<file path="src/rtl/buffer_ctrl.sv">
// buffer_ctrl: sequences writes/reads into an external single-port buffer with round-robin arbitration.
// Optional build macro BUFCTRL_STALL_CNT_EN adds a saturating write-stall counter (stall_cnt).
module buffer_ctrl #(
  parameter int WIDTH = 8,
  parameter int DEPTH = 8,
  parameter int AW    = 3
) (
  input  logic             clk,
  input  logic             reset_n,
  input  logic             wr_valid,
  input  logic [WIDTH-1:0] wr_data,
  output logic             wr_ready,
  input  logic             rd_req,
  output logic             rd_ready,
  output logic             rd_valid,
  output logic [WIDTH-1:0] rd_data,
  output logic             mem_en_w,
  output logic             mem_en_r,
  output logic [AW-1:0]    mem_addr,
  output logic [WIDTH-1:0] mem_data_in,
  input  logic [WIDTH-1:0] mem_data_out,
  output logic             full,
  output logic             empty,
  output logic [AW:0]      count
`ifdef BUFCTRL_STALL_CNT_EN
  ,
  output logic [7:0]       stall_cnt
`endif
);

  // state     | meaning
  // S_IDLE    | arbitrate write/read handshakes
  // S_WR      | write strobe at wptr with captured data
  // S_RD      | read strobe at rptr
  // S_RD_WAIT | capture mem_data_out; rd_valid pulses next cycle
  typedef enum logic [1:0] {S_IDLE, S_WR, S_RD, S_RD_WAIT} state_t;

  state_t           state, state_nxt;
  logic [AW-1:0]    wptr, rptr;
  logic [WIDTH-1:0] wdata_q;
  logic [AW:0]      count_nxt;
  logic             last_rd;
  logic             idle, wr_elig, rd_elig, wr_win, rd_win, wr_hs, rd_hs;

  always_ff @(posedge clk or negedge reset_n) begin
    if (!reset_n) state <= S_IDLE;
    else          state <= state_nxt;
  end

  always_comb begin
    state_nxt = state;
    count_nxt = count;
    case (state)
      S_IDLE: begin
        if (wr_hs)      state_nxt = S_WR;
        else if (rd_hs) state_nxt = S_RD;
      end
      S_WR: begin
        state_nxt = S_IDLE;
        count_nxt = count + (AW+1)'(1);
      end
      S_RD:      state_nxt = S_RD_WAIT;
      S_RD_WAIT: begin
        state_nxt = S_IDLE;
        count_nxt = count - (AW+1)'(1);
      end
      default:   state_nxt = S_IDLE;
    endcase
  end

  // On a tie the side that did not win the previous grant goes first.
  always_comb begin
    idle        = (state == S_IDLE);
    wr_elig     = idle & wr_valid & ~full;
    rd_elig     = idle & rd_req & ~empty;
    wr_win      = wr_elig & (~rd_elig | last_rd);
    rd_win      = rd_elig & (~wr_elig | ~last_rd);
    wr_ready    = idle & ~full & ~rd_win;
    rd_ready    = idle & ~empty & ~wr_win;
    wr_hs       = wr_valid & wr_ready;
    rd_hs       = rd_req & rd_ready;
    mem_en_w    = (state == S_WR);
    mem_en_r    = (state == S_RD);
    mem_addr    = '0;
    mem_data_in = '0;
    if (state == S_WR) begin
      mem_addr    = wptr;
      mem_data_in = wdata_q;
    end else if (state == S_RD) begin
      mem_addr    = rptr;
    end
  end

  always_ff @(posedge clk or negedge reset_n) begin
    if (!reset_n) begin
      wptr     <= '0;
      rptr     <= '0;
      count    <= '0;
      full     <= 1'b0;
      empty    <= 1'b1;
      rd_valid <= 1'b0;
      rd_data  <= '0;
      wdata_q  <= '0;
      last_rd  <= 1'b1;
    end else begin
      count    <= count_nxt;
      full     <= (count_nxt == (AW+1)'(DEPTH));
      empty    <= (count_nxt == '0);
      rd_valid <= (state == S_RD_WAIT);
      if (wr_hs) begin
        wdata_q <= wr_data;
        last_rd <= 1'b0;
      end else if (rd_hs) begin
        last_rd <= 1'b1;
      end
      if (state == S_WR) wptr <= wptr + AW'(1);
      if (state == S_RD_WAIT) begin
        rptr    <= rptr + AW'(1);
        rd_data <= mem_data_out;
      end
    end
  end

`ifdef BUFCTRL_STALL_CNT_EN
  always_ff @(posedge clk or negedge reset_n) begin
    if (!reset_n)
      stall_cnt <= '0;
    else if (wr_valid && !wr_ready && stall_cnt != 8'hFF)
      stall_cnt <= stall_cnt + 8'd1;
  end
`endif

endmodule

</file>
<file path="config.mk">
export PLATFORM = sky130hd
export DESIGN_NAME = buffer_ctrl
export DESIGN_NICKNAME = d
export VERILOG_FILES = /design/src/rtl/buffer_ctrl.sv
export SDC_FILE = /design/constraint.sdc
export NUM_CORES = 1
export LEC_CHECK = 0
export ABC_AREA = 1
export CORE_MARGIN = 3
export CORE_UTILIZATION = 48
export DETAILED_ROUTE_END_ITERATION = 16
export GPL_TIMING_DRIVEN = 0
export HOLD_SLACK_MARGIN = 0.03
export PLACE_DENSITY = 0.83
export SETUP_SLACK_MARGIN = 0.02
export SKIP_CTS_REPAIR_TIMING = 1
export SLEW_MARGIN = 10
export SYNTH_ARGS = -nofsm -noshare
export SYNTH_HDL_FRONTEND = slang
export SYNTH_SLANG_ARGS = --single-unit
</file>
<file path="constraint.sdc">
create_clock -name clk -period 3.63 [get_ports clk]
set_clock_uncertainty 0.05 [all_clocks]
set_input_delay 0.726 -clock clk [delete_from_list [all_inputs] [get_ports clk]]
set_output_delay 0.726 -clock clk [all_outputs]
set_load 0.03 [all_outputs]
</file>
=== Word level (Yosys, flattened, before mapping) ===
Cells that the tools add are included.

* Register bits after elaboration: 32
* Output and inout bits: 30

* Add/sub/neg operators: 4
* Equal/unequal tests: 5
* Muxes and demuxes: 9
* Bitwise operators: 21
* Reduce and logical (&&, ||, !) cells: 4

{| class="wikitable"
|+ Operators by type and width
! kind !! number
|-
| AND 1 bit || 12
|-
| 2-to-1 mux 8 bit || 1
|-
| case mux 4 bit (2 select lines) || 1
|-
| NOT 1 bit || 7
|-
| adder 3 x 1 -> 3 bit (second input constant) || 2
|-
| 2-to-1 mux 3 bit || 2
|-
| case mux 2 bit (3 select lines) || 1
|-
| adder 4 x 1 -> 4 bit (second input constant) || 1
|-
| equality test 2 bit (second input constant) || 2
|-
| equality test 4 bit (second input constant) || 1
|-
| logical NOT 4 bit || 1
|-
| 2-to-1 mux 2 bit || 2
|-
| subtractor 4 x 1 -> 4 bit (second input constant) || 1
|-
| inequality test 3 x 1 -> 1 bit (second input constant) || 1
|-
| equality test 2 x 1 -> 1 bit (second input constant) || 1
|-
| logical NOT 2 bit || 1
|-
| 2-to-1 mux 1 bit || 2
|-
| bitwise OR 1 bit || 2
|-
| nonzero test 2 bit || 1
|-
| OR reduction 2 bit || 1
|}

=== Logic depth before layout (Yosys ltp) ===
Gate-level depths: netlist of run 1.

* Word-level depth: 12
* Depth in mapped cells: 12
* Depth with buffers taken out: 11

=== Worst setup path before layout of run 1 ===
OpenSTA, ideal clock, no wires.

* Path kind: register -> output
* From: register state[0]
* To: output port mem_addr[2]
* Data arrival time: 1.787 ns
* Path slack: 1.067 ns
* Stages on the path, launching flop included: 5
* Buffers on the path: 1
* Cell sequence: dfrtp_1 buf_4 nor2_1 inv_1 o22ai_1

* Word-level cells in the longest chain between the ends: 3
* Elaborated cells between the ends (all ways): 4
* Those cells by class: eq/ne: 2; mux: 2

{| class="wikitable"
|+ RTL lines
! what !! RTL line !! RTL
|-
| from (decl) || 38 || <nowiki>state_t state, state_nxt;</nowiki>
|-
| from (signal assigned) || 47 || <nowiki>else state <= state_nxt;</nowiki>
|-
| equality test 2 bit || - ||
|-
| named net mem_en_r || 18 || <nowiki>output logic mem_en_r,</nowiki>
|-
| 2-to-1 mux 3 bit || 89 || <nowiki>end else if (state == S_RD) begin</nowiki>
|-
| 2-to-1 mux 3 bit || 86 || <nowiki>if (state == S_WR) begin</nowiki>
|-
| to (decl) || 19 || <nowiki>output logic [AW-1:0] mem_addr,</nowiki>
|}

The timed path passes the listed nets, and every way through them passes these cells.

=== Worst setup path after layout of run 1 ===
* From: input port rd_req
* To: output port rd_ready

* Word-level cells in the longest chain between the ends: 7

{| class="wikitable"
|+ RTL lines
! what !! RTL line !! RTL
|-
| from (decl) || 13 || <nowiki>input logic rd_req,</nowiki>
|-
| AND 1 bit (2 in a row) || 75 || <nowiki>rd_elig = idle & rd_req & ~empty;</nowiki>
|-
| NOT 1 bit || 76 || <nowiki>wr_win = wr_elig & (~rd_elig | last_rd);</nowiki>
|-
| bitwise OR 1 bit || 76 ||
|-
| AND 1 bit || 76 ||
|-
| NOT 1 bit || 79 || <nowiki>rd_ready = idle & ~empty & ~wr_win;</nowiki>
|-
| AND 1 bit || 79 ||
|-
| to (decl) || 14 || <nowiki>output logic rd_ready,</nowiki>
|}

No other way between the ends.

==> impl_results.md, run 1 <==
- Met2 wire length: 1785 µm
- Antenna-violating nets left: 0
- Pleak: 1.021 nW
- Biggest area consumer among synthesized cells: dfrtp_1
- DRT iter0 DRCs: 75
- Vias in the first global route: 1312
- Avg Cell Area, Syn: 8.454 µm²
- Uppermost layer routed: met4
- Global route overflow: 0
- Top cell type's share of synthesized area: 50.17%
- RD Place Congestion: 0.8529
- Share of layout cells above drive strength 1: 10.68%
- RSZ-0062 raised after global routing: false
- Gate power share: 59.9%
- Asr flop ratio synth: 100.0%
- Die height: 61.84 µm
- Seq/Total Area, Yosys: 53.68%
- Cell Area, Placed: 2021 µm²
- Net switching power: 0.001021 W
- Sink Count: 32
- # DRC: 0
- Area growth syn-to-layout: 39.13%
- CP most frequent cell: nand2_1
- Core Area: 2853 µm²
- Number of antenna violations at the first check in global routing: 0
- Pre-CTS WS: 0.2610 ns
- CTS max path bufs: 2
- Crit-path slowest cell: clkdlybuf4s50_1
- Num CTS Buffers: 5
- CTS tree: built
- Post-layout net count: 256
- Max-slew violation count: 0
- Post-Layout Cell Count: 265
- Total Routing Usage GR: 20.10%
- Reg2reg setup slack: 1.84 ns
- CP Cell Sequence: clkdlybuf4s50_1 -> nand2_1 -> nor2_2 -> nand2_1 -> nand2_1 -> inv_2 -> buf_6 -> nor4_2 -> clkdlybuf4s50_1
- DP HPWL: 2638 µm
- Crit path required time: 2.85 ns
- Power Density: 1022 nW/µm²
- Synth Cell Area: 1496 µm²
- Internal: 0.001107 W
- Worst reg2reg endpoint: full
- DR vias: 1294
- Dpl cells: 257
- Area of the multi-input gates: 551.8 µm²
- Slowest cell delay on critical path: 0.70 ns
- Drt pass-1 iters: 5
- Max-cap viol count: 0
- Die area: 3824 µm²
- Initial core utilization: 52.46%
- # setup viols final: 0
- Final period utilization: 92.71%
- R2R Path Start: state[0]
- Setup_tns: 0 ns
- Post-route minimum period: 3.366 ns
- Largest cells by area after synthesis: dfrtp_1, nand2_1, inv_1
- Routed WL: 3432 µm
- Peak VDD IR: 0.4621 mV
- # rows: 19
- Core Util, Final: 72.98%
- Fin worst setup slack: 0.2645 ns
- Final hold violation count: 0
- Status: completed
- CP arrival: 2.59 ns
- Crit start category: input port
- Port Buffers: 49
- Seq pwr share: 30.6%
- WS Path Type: input port to primary output
- First-pass GRT wire length: 5561 µm
- Met1 Wirelength: 1384 µm
- Clock Latency Late Sink: 0.33 ns
- Yosys cell types: 22
- Fin area: 2082 µm²
- Max Fclk: 297.1 MHz
- Crit Path Max Fanout: 10
- Synth Net Count: 200
- # fillers: 234
- FF/Latch Area: 803.3 µm²
- CTS clk-pin slew, worst paths: 0.11 ns
- Worst min path class: input port to asynchronous set/reset pin
- Worst path bufs/invs: 4
- Ant diodes: 0
- Worst R2R Path Depth: 9
- Htree depth: 2
- Post-DR vias/cell: 4.883
- Drt wl/cell: 12.95 µm
- Relative slew margins: 54.17%
- Die width: 61.84 µm
- Predominant post-synthesis flop cell: dfrtp_1
- Measured slew at the worst slew-check pin: 0.6874 ns
- Register bit total from synthesis: 32
- Warnings from Yosys: 0
- CTS root buf: clkbuf_4
- Post-synth EDFFs: 0
- I/O pins: 50
- Clk pwr share: 9.5%
- Metal3 WL: 209 µm
- Mapped Cells: 177
- Largest delay share family, worst path: buffers and inverters
- Largest net degree at the start of global routing: 33
- Critical Path Sink Type: primary output
- Switching part of the total: 47.98%
[per-stage QoR]
| step | hold slack, ns | total power (W) |
|---|---|---|
| after detailed placement | 0.4189 | 0.001931 |
| after global routing | 0.4062 | 0.002291 |
| after CTS | 0.3840 | 0.002144 |
| after floorplan | 0.3804 | 0.001461 |
| after global placement | 0.4127 | 0.001873 |
| final | 0.3761 | 0.002127 |
[power groups by stage]
stage	Combinational (W)	Sequential, W	Clock (W)
finish	0.00127	0.000650	0.000203
global route	0.00139	0.000672	0.000229
CTS	0.00128	0.000649	0.000211
detailed placement	0.00128	0.000654	0
global placement	0.00123	0.000640	0
floorplan	0.000675	0.000786	0
[cells in the mapped netlist (2+ instances only)]
cell type and count:
nand2_1 60, dfrtp_1 30, inv_1 24, nor2_1 12, o21ai_1 11, nand3_1 7, xor2_1 6, ha_1 3
inv_2 3, o21ai_0 3, a21oi_1 2, buf_2 2, buf_6 2, dfstp_2 2, nor2_2 2, nor2_4 2
[sequential cells by signal (all words and copies together), names as in the netlist]
| name | count |
|---|---|
| count | 4 |
| full | 1 |
| last_rd | 1 |
| rd_data | 8 |
| rptr | 3 |
| rd_valid | 1 |
| wptr | 3 |
| empty | 1 |
| wdata_q | 8 |
| state | 2 |
[routing by layer]
layer	vias to the layer above	track usage, %
met4	0	8.182
met3	6	6.405
met5	-	0
met1	597	22.67
li1	648	-
met2	43	35.13
[layout by cell type, fill, tap and decap left out, types with 2 or more instances in the layout]
cell type,instances
a21oi_1,2
buf_2,3
buf_6,2
clkbuf_4,5
clkdlybuf4s50_1,48
clkinvlp_4,2
dfrtp_1,30
dfstp_2,2
ha_1,3
inv_1,24
inv_2,3
nand2_1,60
nand3_1,7
nor2_1,12
nor2_2,2
nor2_4,2
o21ai_0,3
o21ai_1,11
xor2_1,6
[worst reg2reg max path, cell delays in order, from the launching register on]
cell and delay (ns):
dfrtp_1 0.48, nand3_1 0.20, nand2_1 0.14, inv_1 0.05
ha_1 0.26, nand2_1 0.06, o21ai_0 0.10, nor2_1 0.12
o211ai_1 0.13, a21oi_1 0.13
[worst max-delay path by stage]
stage          slack [ns]  cells after the start  startpoint     endpoint
2_1_floorplan        1.07                      4    state[0]  mem_addr[2]
3_3_place_gp         0.27                      9      rd_req     rd_ready
3_5_place_dp         0.26                      9      rd_req     rd_ready
4_1_cts              0.25                      9      rd_req     rd_ready
5_1_grt              0.13                      9      rd_req     rd_ready
6_report             0.26                      9      rd_req     rd_ready
[kinds of logic after synthesis]
kind of cell / share of synthesized area (%)
AOI/OAI and AO/OA: 6.856
xor gates and xnor gates: 3.512
adders and majority gates: 2.509
buffers and inverters: 9.448
DFF: 53.68
and+or+nand+nor: 24.00
[layout make-up]
class                           count  share of cell area (%)
Multi-Input combinational cell    113                   26.50
Inverter                           27                   4.868
Timing Repair Buffer               49                   23.32
Clock inverter                      3                   1.142
Sequential cell                    32                   38.58
Tap cell                           31                   1.863
Clock buffer                        5                   1.803
Buffer                              5                   1.923
(Power assumes the default switching activity.)
==> run 2, diff against run 1 <==
--- a/config.mk
+++ b/config.mk
@@ -7,11 +7,12 @@
 export LEC_CHECK = 0
 export ABC_AREA = 1
 export CORE_MARGIN = 3
-export CORE_UTILIZATION = 48
+export CORE_UTILIZATION = 45
+export CTS_CLUSTER_DIAMETER = 150
 export DETAILED_ROUTE_END_ITERATION = 16
 export GPL_TIMING_DRIVEN = 0
 export HOLD_SLACK_MARGIN = 0.03
-export PLACE_DENSITY = 0.83
+export PLACE_DENSITY = 0.79
 export SETUP_SLACK_MARGIN = 0.02
 export SKIP_CTS_REPAIR_TIMING = 1
 export SLEW_MARGIN = 10
==> constraint.sdc (replaced) <==
create_clock -name clk -period 3.41 [get_ports clk]
set_clock_uncertainty 0.05 [all_clocks]
set_input_delay 0.682 -clock clk [delete_from_list [all_inputs] [get_ports clk]]
set_output_delay 0.682 -clock clk [all_outputs]
set_load 0.03 [all_outputs]
==> run 2 against run 1 <==
  * Clock-buffer cell count did not move
  * Largest power group unchanged
  * Register-to-register slack got worse by 0.18 ns
  * Combinational power increased by 5%
  * Wire length down 11%
  * Die area increased by 6.0%
==> impl_results.md, run 2 (synthesized netlist as in run 1, its figures left out) <==
- Status: completed
- I/O pins: 50 (unchanged)
- CP most frequent cell: inv_2
- Total power: 0.002298 W (+8.0%)
- Largest net degree at the start of global routing: 33 (unchanged)
- Share of layout cells above drive strength 1: 10.68% (unchanged)
- Die height: 63.67 µm (+3.0%)
- CP arrival: 2.27 ns (-0.32 ns)
- Final hold violation count: 0 (unchanged)
- Slowest cell delay on critical path: 0.70 ns (about the same)
- FF/Latch Area: 803.3 µm² (unchanged)
- CTS root buf: clkbuf_4
- Commonest non-fill, non-tap cell in the layout: nand2_1
- DP HPWL: 2221 µm (-16%)
- RD Place Congestion: 0.7675 (-10%)
- Core Util, Final: 68.31% (-4.7 points)
- # rows: 20 (+1)
- CTS max path bufs: 2 (unchanged)
- Num CTS Buffers: 5 (unchanged)
- Sink Count: 32 (unchanged)
- Most frequent cells in the layout: nand2_1, clkdlybuf4s50_1, dfrtp_1, inv_1, nor2_1
- CTS tree: built
- Setup_tns: 0 ns (unchanged)
- Final period utilization: 88.04%
- Ant diodes: 0 (unchanged)
- Relative slew margins: 54.79% (+0.62 points)
- Die width: 63.67 µm (+3.0%)
- Crit Path Max Fanout: 10 (unchanged)
- WS Path Type: flop to primary output
- CP Cell Sequence: buf_4 -> inv_2 -> nor2_4 -> inv_2 -> o22ai_1 -> clkdlybuf4s50_1
- Worst R2R Path Depth: 9 (unchanged)
- Crit-path slowest cell: clkdlybuf4s50_1
- Peak VDD IR: 0.6388 mV (+38%)
- RSZ-0062 raised after global routing: false
- Crit start category: flop
- Crit path required time: 2.68 ns (-0.17 ns)
- Post-DR vias/cell: 4.536 (-7.1%)
- # fillers: 280 (+20%)
- Largest delay share family, worst path: buffers and inverters
- Clock Latency Late Sink: 0.34 ns (about the same)
- Hold WS: 0.3254 ns (-0.05067 ns)
- Antenna-violating nets left: 0 (unchanged)
- Power Density: 1084 nW/µm² (+6.1%)
- Pleak: 1.048 nW (+2.6%)
- Routed WL: 3066 µm (-11%)
- # DRC: 0 (unchanged)
- CTS clk-pin slew, worst paths: 0.10 ns (about the same)
- Max-cap viol count: 0 (unchanged)
- Number of antenna violations at the first check in global routing: 0 (unchanged)
- Critical Path Sink Type: primary output
- Drt wl/cell: 11.03 µm (-15%)
- Htree depth: 2 (unchanged)
- DR vias: 1261 (-2.6%)
- Initial core utilization: 48.23% (-4.2 points)
- Area growth syn-to-layout: 41.64%
- Number of cells on the critical path: 6 (-3)
- Worst path bufs/invs: 4 (unchanged)
- Post-route minimum period: 3.002 ns
- Measured slew at the worst slew-check pin: 0.6781 ns (-0.009341 ns)
- Biggest regs: rd_data x8, wdata_q x8, count x4
- Die area: 4053 µm² (+6.0%)
- Port Buffers: 49 (unchanged)
- Worst min path class: input port to asynchronous set/reset pin
- Max Fclk: 333.1 MHz
- Max-slew violation count: 0 (unchanged)
- Drt pass-1 iters: 4 (-1)
- # setup viols final: 0 (unchanged)
- Core Area: 3103 µm² (+8.8%)
- DRT iter0 DRCs: 45 (-40%)
- Total Routing Usage GR: 17.15% (-3.0 points)
- Post-layout net count: 256 (unchanged)
- Area of the multi-input gates: 551.8 µm² (unchanged)
- Global route overflow: 0 (unchanged)
- First-pass GRT wire length: 5326 µm (-4.2%)
- Vias in the first global route: 1214 (-7.5%)
## run 2: layout make-up
type | count | share of cell area (%)
timing repair buffer | 49 | 23.02
buffer | 5 | 1.889
clock inverter | 3 | 2.007
sequential | 32 | 37.90
tap | 44 | 2.597
multi-input combinational | 113 | 26.03
clock buffer | 5 | 1.771
inverter | 27 | 4.782
## run 2: power breakdown
group	total, W	leakage (nW)	switching, W	internal (W)
Sequential	0.000680	0.390	0.000108	0.000572
Combinational	0.00133	0.616	0.000811	0.000523
Clock	0.000284	0.0412	0.000132	0.000153
## run 2: metrics by stage
step	setup slack [ns]	instance area, µm²	cells
2_1_floorplan	0.8910	1496	177
3_3_place_gp	0.1126	2042	270
3_5_place_dp	0.1092	2037	270
4_1_cts	0.1079	2117	278
5_1_grt	0.2376	2120	278
6_report	0.4079	2120	278
## run 2: layer usage
layer	vias up	GRT usage, %	wire length, µm
met3	7	7.308	240
met2	42	27.38	1396
li1	650	-	-
met1	562	20.07	1377
met5	-	0	0
met4	0	7.278	52
## run 2: path summary, 6_finish.rpt
| path | from | endpoint | slack (ns) |
|---|---|---|---|
| worst max-delay path | state[0] | mem_addr[2] | 0.41 |
| worst min-delay path | reset_n | rd_data[3] | 0.33 |
| worst max register to register | state[0] | full | 1.66 |
| worst min register to register | rd_data[1] | rd_data[1] | 0.44 |
| max in group asynchronous | reset_n | state[0] | 2.55 |
| min in group clk | rd_data[1] | rd_data[1] | 0.44 |
==> run 3, diff against run 2 <==
--- a/config.mk
+++ b/config.mk
@@ -10,6 +10,7 @@
 export CORE_UTILIZATION = 45
 export CTS_CLUSTER_DIAMETER = 150
 export DETAILED_ROUTE_END_ITERATION = 16
+export GPL_ROUTABILITY_DRIVEN = 0
 export GPL_TIMING_DRIVEN = 0
 export HOLD_SLACK_MARGIN = 0.03
 export PLACE_DENSITY = 0.79
==> results of run 3 <==
Final layout, timing and power as in run 2 (identical DEF).
==> RTL change 1, RTL diff (config.mk and constraints of run 2) <==
Encoding of `state_t`: now one-hot (4 bits for 4 states).
--- a/src/rtl/buffer_ctrl.sv
+++ b/src/rtl/buffer_ctrl.sv
@@ -33,7 +33,7 @@
   // S_WR      | write strobe at wptr with captured data
   // S_RD      | read strobe at rptr
   // S_RD_WAIT | capture mem_data_out; rd_valid pulses next cycle
-  typedef enum logic [1:0] {S_IDLE, S_WR, S_RD, S_RD_WAIT} state_t;
+  typedef enum logic [3:0] {S_IDLE = 4'b0001, S_WR = 4'b0010, S_RD = 4'b0100, S_RD_WAIT = 4'b1000} state_t;
 
   state_t           state, state_nxt;
   logic [AW-1:0]    wptr, rptr;
Check against the original RTL: no difference found for any inputs over 10 cycles, from zero or initial values and one cycle with reset_n low; not proved beyond that.
==> RTL change 1 against run 2 <==
Sequential share of layout area is 0.45 points lower. Setup slack worse by 180 ps. Sequential power is 4.0% higher. Clock power is 5% higher. Area after synthesis is 10% higher. Core utilization is 2.0 points lower. Power is 6.5% lower. Non-clock buffer count is 2 lower. Maximum frequency is 5.7% lower. Routed wire length is 13% higher. Register-to-register slack worse by 430 ps. Final area is 7.7% higher. Sequential cell count is 2 higher. Largest cell class unchanged.
==> RTL change 1: results <==
group,metric,value,unit
status,outcome,"completed",
setup_path,crit_arrival,2450,ps
grt,grt_max_degree,35,
yosys,synth_area_leaders,"dfrtp_1 47%, nand2_1 13%, nand2_2 7.6%",
cells_and_area,drive_above_1_share,16.9,%
route,met1_length,1350,um
route,vias,1360,
route,wirelength,3450,um
placed_design,portBuffers,49,
cells_and_area,fin_nets,272,
clock_tree,clkLatencyLatePin,280,ps
yosys,ys_types,24,
setup_path,worst_path_max_delay_cell,"clkdlybuf4s50_1",
route,met3RoutedLength,137,um
clock_tree,root_buffer,"clkbuf_8",
cells_and_area,n_fill_cell,302,
route,drt_iter0_markers,47,
die,start_util,47.9,%
grt,track_usage,18.2,%
setup_path,max_stage_delay,690,ps
cells_and_area,reg_top3,"rd_data (8), wdata_q (8)",
grt,grt_overflow,0,
yosys,synth_seq_area_share,51.9,%
route,wl_met2,1890,um
worst_hold_path,hold_class,"in2async",
placed_design,hpwl,2630,um
setup_path,cp_max_fo,10,
sta,max_slew_margin,51.0,%
grt,grt_antenna_before_repair,0,
yosys,yosys-top-cells-count,"58 x nand2_1, 31 x dfrtp_1, 29 x inv_1, 20 x nand2_2, 14 x nor2_1",
route,top_layer,"met4",
yosys,syn_nets,216,
grt,grt_pass1_wl,5960,um
power,ir_drop,0.000424,V
clock_tree,clkTransAtPathRegs,70,ps
power,p_leak,1.16,nW
placed_design,gp_congestion,0.774,
clock_tree,numCtsBuffers,5,
setup_path,crit_family,"buffers and inverters",
yosys,synthArstFlopShare,100,%
power,internal-power,1.20,mW
[RTL change 1: metal layers]
layer  up-vias  global-route usage (%)
met2        30                    31.4
met5         -                       0
met1       638                    20.8
li1        685                       -
met3         7                    4.89
met4         0                    8.88
[RTL change 1: logic make-up (layout without fill, tap and decap cells)]
family	count (synthesis)	count (layout)	synth area share, %
AND/OR/NAND/NOR	109	109	31.0
flip-flops	34	34	51.9
buffers and inverters	33	90	8.20
adder cells (fa/ha/maj)	5	5	4.25
AO/OA/AOI/OAI	5	5	2.05
XOR/XNOR	5	5	2.66
[RTL change 1: power groups by stage]
stage	logic (mW)	clock network, mW	registers (mW)
floorplan	0.626	0	0.846
global placement	1.14	0	0.702
detailed placement	1.16	0	0.712
CTS	1.16	0.307	0.707
global route	1.27	0.333	0.729
finish	1.15	0.297	0.707
[RTL change 1: stage by stage]
step	power [mW]	utilization [%]	cells	cell area, sq um	setup WS, ps
after global placement	1.84	63.8	286	2200	228
final	2.15	66.3	294	2280	227
after global routing	2.33	66.3	294	2280	123
after floorplan	1.47	-	191	1650	1170
after detailed placement	1.87	63.6	286	2190	225
after CTS	2.18	66.3	294	2280	211
[RTL change 1: cell type report]
cell class | instances | share of cell area [%]
clock buffers | 7 | 3.78
well taps | 46 | 2.52
flip-flops and latches | 34 | 37.4
inverters | 30 | 5.26
clock inverters | 1 | 0.219
repair buffers | 49 | 21.3
multi-input cells | 124 | 28.8
plain buffers | 3 | 0.658
[RTL change 1: final timing paths]
| check | from | end | slack [ps] | cells after the start |
|---|---|---|---|---|
| setup / recovery | rd_req | rd_ready | 230 | 8 |
| hold / removal | reset_n | wdata_q[6] | 410 | 1 |
| setup reg to reg | state[0] | full | 1230 | 13 |
| hold reg to reg | wptr[2] | wptr[2] | 430 | 1 |
| max in group asynchronous | reset_n | wdata_q[4] | 2430 | 1 |
| min in group clk | wptr[2] | wptr[2] | 430 | 1 |
==> RTL change 2, RTL diff (config.mk and constraints of run 2) <==
Made on the original files. The parameter `WIDTH` goes from 8 to 10.
--- a/src/rtl/buffer_ctrl.sv
+++ b/src/rtl/buffer_ctrl.sv
@@ -1,7 +1,7 @@
 // buffer_ctrl: sequences writes/reads into an external single-port buffer with round-robin arbitration.
 // Optional build macro BUFCTRL_STALL_CNT_EN adds a saturating write-stall counter (stall_cnt).
 module buffer_ctrl #(
-  parameter int WIDTH = 8,
+  parameter int WIDTH = 10,
   parameter int DEPTH = 8,
   parameter int AW    = 3
 ) (
Ports: changed (resized mem_data_in, mem_data_out, rd_data and wr_data); port bits go from 50 to 58. The function was not compared with the original's and may differ.
==> RTL change 2 against run 2 <==
Setup slack gained 68 ps. Final area grew 14%. Die area grew 12%. Power grew 12%. Routed wire length grew 11%. Critical endpoint is now wr_ready. Area after synthesis grew 13%. Via count grew 10%. Sequential cell count grew 4. Core utilization grew 1.1 points.
==> RTL change 2: results <==
group,metric,value,unit
status,outcome,"completed",
yosys,ys_types,25,
setup_path,cp_max_fo,4,
clock_tree,clkLatencyLatePin,270,ps
setup_path,startpoint,"wr_valid",
yosys,synth_area_leaders,"dfrtp_1 50%, nand2_1 15%, inv_1 5.8%",
grt,grt_max_degree,37,
yosys,yosys-top-cells-count,"67 x nand2_1, 34 x dfrtp_1, 26 x inv_1, 13 x nor2_1, 10 x o21ai_1",
setup_path,max_stage_delay,680,ps
power,p_leak,1.18,nW
yosys,syn_nets,224,
grt,first_global_vias,1297,
grt,grt_pass1_wl,5710,um
yosys,synth_seq_area_share,53.4,%
cells_and_area,fin_nets,288,
cells_and_area,drive_above_1_share,11.5,%
sta,hold_ws,430,ps
route,vias,1387,
setup_path,cp-endpoint,"wr_ready",
placed_design,gp_congestion,0.824,
route,drt_iter0_markers,52,
setup_path,crit_arrival,2200,ps
placed_design,hpwl,2570,um
clock_tree,root_buffer,"clkbuf_8",
setup_path,r2r_start,"state[1]",
clock_tree,clkTransAtPathRegs,60,ps
route,wl_per_cell,11.1,um
cells_and_area,reg_top3,"rd_data (10), wdata_q (10), count (4)",
grt,track_usage,16.6,%
placed_design,portBuffers,57,
setup_path,rrSetupSlack,1560,ps
[RTL change 2: cell count changes after synthesis, sizes merged]
cell / before / now
buf: 5 / 6
clkbuf: 0 / 1
dfrtp: 30 / 34
inv: 27 / 29
nand2: 61 / 70
nand3: 7 / 8
nor2: 16 / 18
o211ai: 1 / 0
o21ai: 14 / 15
[RTL change 2: cells by family (layout without fill, tap and decap cells)]
group           Yosys count  in the layout  share of synthesized area [%]
compound gates           19             19                           6.14
xor+xnor                  6              6                           3.11
fa+ha+maj                 3              3                           2.22
buf+inv                  36            101                           9.69
flops                    36             36                           53.4
simple gates             97             97                           25.4
[RTL change 2: worst min-delay path by stage]
| stage | startpoint | endpoint | cells after the start |
|---|---|---|---|
| 6_report | reset_n | wdata_q[0] | 1 |
| 5_1_grt | rd_data[9] | rd_data[9] | 2 |
| 4_1_cts | rd_data[5] | rd_data[5] | 2 |
| 3_5_place_dp | rd_data[5] | rd_data[5] | 2 |
| 3_3_place_gp | rd_data[7] | rd_data[7] | 2 |
| 2_1_floorplan | reset_n | count[0] | 0 |
[RTL change 2: layer usage]
metal | GRT usage [%] | share of wire [%] | vias up | routed length, um
li1 | - | - | 721 | -
met1 | 22.4 | 47 | 623 | 1600
met2 | 26.4 | 46 | 43 | 1560
met3 | 5.66 | 7.2 | 0 | 246
met4 | 3.04 | 0 | 0 | 0
met5 | 0 | 0 | - | 0
[RTL change 2: cell type report]
| type | count | area, sq um | area share, % |
|---|---|---|---|
| Sequential cell | 36 | 903 | 37.5 |
| Multi-Input combinational cell | 125 | 624 | 25.9 |
| Timing Repair Buffer | 57 | 568 | 23.6 |
| Inverter | 29 | 109 | 4.52 |
| Clock buffer | 8 | 90.1 | 3.74 |
| Tap cell | 46 | 57.6 | 2.39 |
| Buffer | 7 | 55.1 | 2.29 |
[RTL change 2: worst max-delay path, delay by kind of cell]
kind,cells,cell delay (ps)
AND/OR/NAND/NOR,2,220
AO/OA/AOI/OAI,1,130
buffers and inverters,3,1170
[RTL change 2: power by group through the flow]
stage | Clock [mW] | Sequential (mW) | Combinational, mW
6_report | 0.301 | 0.765 | 1.50
5_1_grt | 0.329 | 0.798 | 1.64
4_1_cts | 0.308 | 0.767 | 1.52
3_5_place_dp | 0 | 0.773 | 1.51
3_3_place_gp | 0 | 0.764 | 1.49
2_1_floorplan | 0 | 0.940 | 0.812
[RTL change 2: stage by stage]
step	area, sq um	worst slack (ps)	instances	total power, mW	utilization (%)
floorplan	1690	733	197	1.75	-
global placement	2320	133	300	2.25	66.9
detailed placement	2310	120	300	2.29	66.7
CTS	2400	115	308	2.60	69.3
global route	2410	361	308	2.77	69.4
finish	2410	476	308	2.56	69.4
